===== config.mk =====
export PLATFORM = sky130hd
export DESIGN_NAME = cycle_mode_ctrl
export DESIGN_NICKNAME = d
export VERILOG_FILES = /design/src/rtl/cycle_mode_ctrl.sv
export SDC_FILE = /design/constraint.sdc
export NUM_CORES = 1
export LEC_CHECK = 0
export CAP_MARGIN = 40
export CORE_MARGIN = 8
export CORE_UTILIZATION = 25
export CTS_CLUSTER_SIZE = 40
export DETAILED_ROUTE_END_ITERATION = 7
export HOLD_SLACK_MARGIN = 0.1
export PLACE_DENSITY_LB_ADDON = 0.08
export SYNTH_ARGS = -nofsm -noshare
export SYNTH_HDL_FRONTEND = slang
export SYNTH_SLANG_ARGS = --single-unit

===== constraint.sdc =====
create_clock -name clock -period 7.5 [get_ports clock]
set_clock_uncertainty 0.05 [all_clocks]
set_input_delay 2.25 -clock clock [delete_from_list [all_inputs] [get_ports clock]]
set_output_delay 2.25 -clock clock [all_outputs]
set_load 0.03 [all_outputs]

===== src/rtl/cycle_mode_ctrl.sv =====
// Button front-end and mode/setup sequencer for the cycle computer.
// Debounces Trip/Mode, classifies short/long/chord events, drives the wheel-size block.
module cycle_mode_ctrl #(
  parameter int unsigned DEBOUNCE_CYCLES = 16,
  parameter int unsigned LONG_CYCLES     = 2048,
  parameter int unsigned SETUP_TIMEOUT   = 1048576
) (
  input  logic       clock,
  input  logic       nRst,
  input  logic       nTripBtn,
  input  logic       nModeBtn,
  input  logic       ws_ready,
  output logic       nTrip,
  output logic       nMode,
  output logic       ws_en,
  output logic [1:0] mode,
  output logic       trip_clear,
  output logic       in_setup
);

  localparam int unsigned DW = $clog2(DEBOUNCE_CYCLES + 1);
  localparam int unsigned LW = $clog2(LONG_CYCLES + 1);
  localparam int unsigned TW = $clog2(SETUP_TIMEOUT + 1);

  typedef enum logic [1:0] {RUN, CLEAR, SETUP} state_t;

  // index 0 = Trip, index 1 = Mode
  logic [1:0]    sync1, sync2, db, db_q, used;
  logic [DW-1:0] db_cnt [2];
  logic [LW-1:0] hold   [2];
  logic          chord_act, ws_q;
  logic [TW-1:0] idle;
  state_t        state;

  logic          chord_c;
  logic [1:0]    long_c, short_c;
  logic          ws_rise_c;

  // 2-flop synchroniser and per-button debounce counter
  always_ff @(posedge clock or negedge nRst) begin
    if (!nRst) begin
      sync1 <= 2'b11;
      sync2 <= 2'b11;
      db    <= 2'b11;
      for (int i = 0; i < 2; i++) db_cnt[i] <= '0;
    end else begin
      sync1 <= {nModeBtn, nTripBtn};
      sync2 <= sync1;
      for (int i = 0; i < 2; i++) begin
        if (sync2[i] == db[i]) begin
          db_cnt[i] <= '0;
        end else if (db_cnt[i] == DW'(DEBOUNCE_CYCLES - 1)) begin
          db_cnt[i] <= '0;
          db[i]     <= sync2[i];
        end else begin
          db_cnt[i] <= db_cnt[i] + DW'(1);
        end
      end
    end
  end

  // Event classification; a chord outranks a long event in the same cycle
  always_comb begin
    chord_c   = 1'b0;
    long_c    = 2'b00;
    short_c   = 2'b00;
    ws_rise_c = ws_ready & ~ws_q;
    chord_c   = ~db[0] & ~db[1] & ~chord_act;
    for (int i = 0; i < 2; i++) begin
      long_c[i]  = ~db[i] & (hold[i] == LW'(LONG_CYCLES - 1)) & ~used[i] & ~chord_act & ~chord_c;
      short_c[i] = db[i] & ~db_q[i] & ~used[i] & ~chord_act;
    end
  end

  // Per-press bookkeeping: hold time, whether the press was consumed, chord lockout
  always_ff @(posedge clock or negedge nRst) begin
    if (!nRst) begin
      db_q      <= 2'b11;
      used      <= 2'b00;
      chord_act <= 1'b0;
      ws_q      <= 1'b0;
      for (int i = 0; i < 2; i++) hold[i] <= '0;
    end else begin
      db_q      <= db;
      ws_q      <= ws_ready;
      chord_act <= chord_c | (chord_act & ~(db[0] & db[1]));
      for (int i = 0; i < 2; i++) begin
        used[i] <= db[i] ? 1'b0 : (used[i] | long_c[i] | chord_c);
        if (db[i])
          hold[i] <= '0;
        else if (hold[i] != LW'(LONG_CYCLES - 1))
          hold[i] <= hold[i] + LW'(1);
      end
    end
  end

  // Mode/setup sequencer with registered outputs
  always_ff @(posedge clock or negedge nRst) begin
    if (!nRst) begin
      state      <= RUN;
      nTrip      <= 1'b1;
      nMode      <= 1'b1;
      ws_en      <= 1'b0;
      mode       <= 2'd0;
      trip_clear <= 1'b0;
      in_setup   <= 1'b0;
      idle       <= '0;
    end else begin
      nTrip      <= 1'b1;
      nMode      <= 1'b1;
      trip_clear <= 1'b0;
      case (state)
        RUN: begin
          if (chord_c) begin
            nTrip <= 1'b0;
            nMode <= 1'b0;
          end else if (long_c[0]) begin
            trip_clear <= 1'b1;
          end else if (short_c[1]) begin
            mode <= mode + 2'd1;
          end else if (long_c[1]) begin
            state    <= ws_ready ? CLEAR : SETUP;
            ws_en    <= 1'b1;
            in_setup <= 1'b1;
            idle     <= '0;
          end
        end
        CLEAR: begin
          nTrip <= 1'b0;
          nMode <= 1'b0;
          state <= SETUP;
          idle  <= '0;
        end
        SETUP: begin
          if (ws_rise_c) begin
            state    <= RUN;
            ws_en    <= 1'b0;
            in_setup <= 1'b0;
          end else if (chord_c || idle == TW'(SETUP_TIMEOUT - 1)) begin
            nTrip    <= 1'b0;
            nMode    <= 1'b0;
            state    <= RUN;
            ws_en    <= 1'b0;
            in_setup <= 1'b0;
          end else if (short_c[0]) begin
            nTrip <= 1'b0;
            idle  <= '0;
          end else if (short_c[1]) begin
            nMode <= 1'b0;
            idle  <= '0;
          end else if (|long_c) begin
            idle <= '0;
          end else begin
            idle <= idle + TW'(1);
          end
        end
        default: state <= RUN;
      endcase
    end
  end

endmodule

==> results.json <==
{
  "path_class": "input port to flip-flop",
  "grt_pass1_wl_um": 14600,
  "vias": 2714,
  "maxCapViolations": 0,
  "synth_top_cell_by_area": "dfrtp_1",
  "power_density_mw_per_mm2": 226,
  "status": "completed",
  "routabilityCongestion": 0.686,
  "synth.top_cells.by_area": "dfrtp_1 44%, dfstp_2 7.2%, and3_1 3.9%",
  "avgSynthCellArea_um2": 10.1,
  "drt_wl_total_um": 8370,
  "startpoint": "ws_ready",
  "cp-endpoint": "idle[8]",
  "postCtsSetupBuffers": 0,
  "instances_no_fill": 564,
  "synthFlopType": "dfrtp_1",
  "hpwl_um": 5570,
  "area_growth_pct": 16.8,
  "p_sw_mw": 0.255,
  "p_comb_frac": 0.072,
  "yosysTopAreaCellShare": 0.443,
  "antenna_found_initial": 0,
  "syn-num-nets": 374,
  "grt_use_total": 0.101,
  "final_max_slew_viol_count": 0,
  "rrSetupSlack_ns": 4.39,
  "leakagePower_nw": 1.75,
  "first_pass_iters": 4,
  "cp_max_fo": 18,
  "intPower_mw": 0.714,
  "irDropWorstVdd_v": 0.000137,
  "fin_ws_ns": 2.92,
  "rr_endpoint": "idle[8]",
  "yosysWarnings": 0,
  "cts_hold_buf": 0,
  "die_h_um": 137,
  "dpl_worst_slack_ns": 2.56,
  "core-area_mm2": 0.0144,
  "post_route_cells_drive_above_1_share": 0.0974,
  "cts_tree": "built",
  "max_freq_ghz": 0.218,
  "cts_buffers": 9,
  "p_sw_frac": 0.263,
  "grt-ovfl-total": 0,
  "cts-root-buf": "clkbuf_16",
  "synth_edf_count": 0,
  "p_seq_frac": 0.492,
  "drc": 0,
  "yosysUniqueCellTypes": 48,
  "netlist_area_mm2": 0.00367,
  "fp-row-count": 44,
  "wl_per_cell_um": 14.8,
  "required_ns": 7.67,
  "start_kind": "input port",
  "cts.sinks": 75,
  "reg2regPathDepth": 6,
  "cts_resized": 0,
  "setup_viol": 0,
  "io_pins": 12,
  "grt_max_degree": 40,
  "arrival_ns": 4.75,
  "num_antenna_cells": 0,
  "slew_headroom": 0.434,
  "post-route-period-util": 0.611,
  "numPlacedInstances": 548,
  "synth_cells": 364,
  "total_power_mw": 0.969,
  "htreeDepth": 3,
  "end_kind": "flip-flop",
  "worst_pin_slew_ns": 0.836,
  "start_util": 0.255,
  "clk_pin_slew_ns": 0.06,
  "nets": 385,
  "timing.final.crit_period_ns": 4.58,
  "finalSetupTns_ns": 0,
  "first_iter_violations": 131,
  "die-area_mm2": 0.0188,
  "ys_seq_area_frac": 0.514,
  "hold_viol": 0,
  "ys_ff_latch": 75,
  "async_reset_ff_frac": 1.00,
  "worstSkewPairLatency_ns": 0.34,
  "stdcell_area_mm2": 0.00429,
  "yosysMostFrequentCell": "dfrtp_1",
  "grt_pass1_vias": 2740,
  "viasPerCell": 4.81,
  "fp.dieW_um": 137,
  "dpl-instance-area_mm2": 0.00400,
  "clkPwrFrac": 0.436,
  "ys_top_cells_by_count": "65 x dfrtp_1, 37 x nor2_1, 23 x and3_1",
  "rsz0062_at_grt": "no",
  "antenna_left": 0,
  "port_buffers": 11,
  "reg2reg_from": "db[1]",
  "min_path_type": "flip-flop to flip-flop",
  "cts_buffer_depth": 2
}
==> cell families (layout without fill, tap and decap cells) <==
group / Yosys count / in the layout / synth area share
and+or+nand+nor: 180 / 180 / 0.275
DFF: 75 / 75 / 0.514
xor gates and xnor gates: 22 / 22 / 0.0524
AOI/OAI and AO/OA: 54 / 54 / 0.0970
adders and majority gates: 6 / 6 / 0.0197
buffers and inverters: 24 / 40 / 0.0337
muxes: 3 / 3 / 0.00817
==> final cells by class <==
type | count | area [um2]
Clock buffer | 11 | 253
Clock inverter | 5 | 36.3
Fill cell | 1537 | 10100
Inverter | 9 | 33.8
Multi-Input combinational cell | 265 | 1680
Sequential cell | 75 | 1890
Tap cell | 184 | 230
Timing Repair Buffer | 15 | 171
==> per-layer routing <==
layer | up-vias | part of all wire | wire length, um | track usage
met3 | 10 | 0.041 | 347 | 0.0346
met2 | 32 | 0.45 | 3790 | 0.151
li1 | 1363 | - | - | -
met1 | 1309 | 0.49 | 4080 | 0.129
met5 | - | 0 | 0 | 0
met4 | 0 | 0.018 | 152 | 0.0416
==> critical path: stages <==
cell and delay (ns):
clkdlybuf4s50_1 0.46, nor2b_1 0.18, or3_1 0.62, a211o_1 0.45, and2_1 0.27, buf_8 0.21
a211o_1 0.30
==> per-stage QoR <==
stage | hold slack [ns] | util
4_1_cts | 0.306 | 0.297
5_1_grt | 0.309 | 0.297
2_1_floorplan | 0.295 | -
6_report | 0.306 | 0.297
3_5_place_dp | 0.297 | 0.277
3_3_place_gp | 0.297 | 0.273
==> worst min-delay path by stage <==
stage               end  cells past startpoint      from
2_1_floorplan  sync2[0]                      0  sync1[0]
3_3_place_gp   sync2[1]                      0  sync1[1]
3_5_place_dp   sync2[1]                      0  sync1[1]
4_1_cts        sync2[1]                      0  sync1[1]
5_1_grt        sync2[0]                      0  sync1[0]
6_report       sync2[1]                      0  sync1[1]
==> layout by cell type, fill, tap and decap left out, types with 10 or more instances in the layout <==
| master | count |
|---|---|
| nor3_1 | 16 |
| clkdlybuf4s50_1 | 10 |
| nand2_1 | 20 |
| xor2_1 | 14 |
| dfrtp_1 | 65 |
| dfstp_2 | 10 |
| nor2_1 | 37 |
| nand4_1 | 15 |
| and3_1 | 23 |
| a211o_1 | 11 |
| nor4_1 | 11 |
| a21oi_1 | 13 |
| nand3_1 | 18 |
==> flip-flops by register name, summed over array words and instances (netlist names) <==
signal,cells
sync1,2
nMode,1
ws_q,1
idle,21
in_setup,1
db_q,2
sync2,2
mode,2
trip_clear,1
chord_act,1
db_cnt,10
db,2
hold,24
used,2
state,2
nTrip,1
==> power by group through the flow <==
stage | sequential, mW | combinational, mW | clock (mW)
2_1_floorplan | 0.474 | 0.0512 | 0
3_3_place_gp | 0.483 | 0.0690 | 0
3_5_place_dp | 0.482 | 0.0721 | 0
4_1_cts | 0.476 | 0.0723 | 0.442
5_1_grt | 0.483 | 0.0836 | 0.457
6_report | 0.477 | 0.0699 | 0.423
(Power assumes the default switching activity.)
==> edit (config.mk and constraints unchanged) <==
Change the parameter `SETUP_TIMEOUT` from 1048576 to 262144.
--- a/src/rtl/cycle_mode_ctrl.sv
+++ b/src/rtl/cycle_mode_ctrl.sv
@@ -3,7 +3,7 @@
 module cycle_mode_ctrl #(
   parameter int unsigned DEBOUNCE_CYCLES = 16,
   parameter int unsigned LONG_CYCLES     = 2048,
-  parameter int unsigned SETUP_TIMEOUT   = 1048576
+  parameter int unsigned SETUP_TIMEOUT   = 262144
 ) (
   input  logic       clock,
   input  logic       nRst,
Check against the original RTL: same outputs for any inputs over 10 cycles, from zero or initial values and one cycle with nRst low; that may be too few to reach the edited logic, so the function may still have changed.
==> edit against the original RTL <==
Combinational power is 13% lower. Sequential share of layout area is 0.46 points higher. Critical path depth is 1 lower. Largest cell class unchanged. Final cell count is 1.6% lower. Clock power is 3% higher. Final area is 3.6% lower. Sequential cell count is 2 lower. Area after synthesis is 5.3% lower. Die area is 4.7% lower. Global-route usage is 0.51 points lower. Wire length is 5.3% lower. Setup slack better by 500 ps. Highest routed layer unchanged. Power is 1.4% lower.
==> edit: results <==
[setup_path]
endpoint = "idle[17]"
crit_start = "ws_ready"
r2r_slack_ps = 4540
crit_slowest_cell = "a221o_1"
cp_max_fo = 21
rr_startpoint = "db[0]"
r2r_cells = 5
cp.arrival_ps = 4250
slowest_delay_ps = 570

[hold_path]
hold_depth = 0

[clocking]
htreeDepth = 3
clock_latency_ps = 340

[synth]
async_reset_ff_frac = 1.00
yosysWarningCount = 0
synth_seq_area_share = 0.529
synth_top_area_frac = 0.453
synth_area_leaders = "dfrtp_1 45%, dfstp_2 7.6%, nor2_1 4.6%"
netlist_top_cells_count = "63 x dfrtp_1, 43 x nor2_1, 28 x o21ai_0, 24 x nand3_1, 20 x nand2_1"
syn_nets = 364
synth.distinct_cells = 43

[layout]
top_regs = "hold x24, idle x19, db_cnt x10"
final_nets = 380
drive_above_1_share = 0.0987

[power_and_ir_drop]
ir_drop_uv = 99.5
p_leak_uw = 0.00168
p_int_uw = 728

[drt]
post_drt_via_cell_ratio = 4.76
drt_iter0_markers = 112
totalWireLength_um = 7920

[sta]
relSlewSlack = 0.442

[grt]
grt_pass1_vias = 2674
grt_max_degree = 54
grt_usage = 0.0954
grt_pass1_wl_um = 13700

[placement]
place.detailed.hpwl_um = 5170
gp_congestion = 0.695

[status]
status = "finished, final reports clean"
## edit: cell types whose count changed in the layout (fill, tap and decap cells not counted), sizes merged, moves of 4 or more
cell	delta
or4	-6
nor3	-4
or3	-5
nand3	+6
and3	-17
o21ai	+14
a22o	+5
a211o	-11
and2	+4
o22ai	+5
nor2	+6
## edit: metrics by stage
stage	hold WS, ps	instances	cell area (sq um)	power [uW]	setup slack, ps
after floorplan	295	354	3480	500	3930
after global placement	296	537	3790	525	3080
after detailed placement	297	539	3830	528	3070
after CTS	305	555	4130	975	3420
after global routing	312	555	4130	1010	3330
final	305	555	4130	955	3420
## edit: cell type report
class / count / area, sq um
Inverter: 13 / 48.8
Clock buffer: 13 / 260
Clock inverter: 3 / 40.0
Timing Repair Buffer: 16 / 169
Sequential cell: 73 / 1840
Multi-Input combinational cell: 257 / 1550
Tap cell: 180 / 225
Fill cell: 1443 / 9590
## edit: worst min-delay path by stage
stage / to / startpoint / slack, ps
final: sync2[0] / sync1[0] / 300
after global routing: sync2[0] / sync1[0] / 310
after CTS: sync2[0] / sync1[0] / 310
after detailed placement: sync2[0] / sync1[0] / 300
after global placement: sync2[0] / sync1[0] / 300
after floorplan: sync2[0] / sync1[0] / 300
## edit: critical path, delay by kind of cell
kind / cells / cell delay (ps)
buf+inv: 1 / 460
simple gates: 1 / 180
compound gates: 4 / 1350
## edit: metal layers
layer  track usage  wire length, um
met2         0.146             3540
met5             0                0
met4        0.0524              141
met1         0.120             3980
met3        0.0254              259
## edit: cell families (layout without fill, tap and decap cells)
| logic type | count (synthesis) | after routing | share of synthesized area |
|---|---|---|---|
| DFF | 73 | 73 | 0.529 |
| xor gates and xnor gates | 22 | 22 | 0.0554 |
| and+or+nand+nor | 162 | 162 | 0.250 |
| buffers and inverters | 24 | 45 | 0.0288 |
| AOI/OAI and AO/OA | 66 | 66 | 0.113 |
| adders and majority gates | 6 | 6 | 0.0209 |
| muxes | 1 | 1 | 0.00288 |
## edit: power groups by stage
| stage | Combinational [uW] | Clock (uW) | Sequential, uW |
|---|---|---|---|
| global placement | 59.7 | 0 | 466 |
| finish | 60.9 | 436 | 459 |
| global route | 73.1 | 468 | 465 |
| detailed placement | 62.6 | 0 | 465 |
| CTS | 63.0 | 453 | 459 |
| floorplan | 42.9 | 0 | 457 |
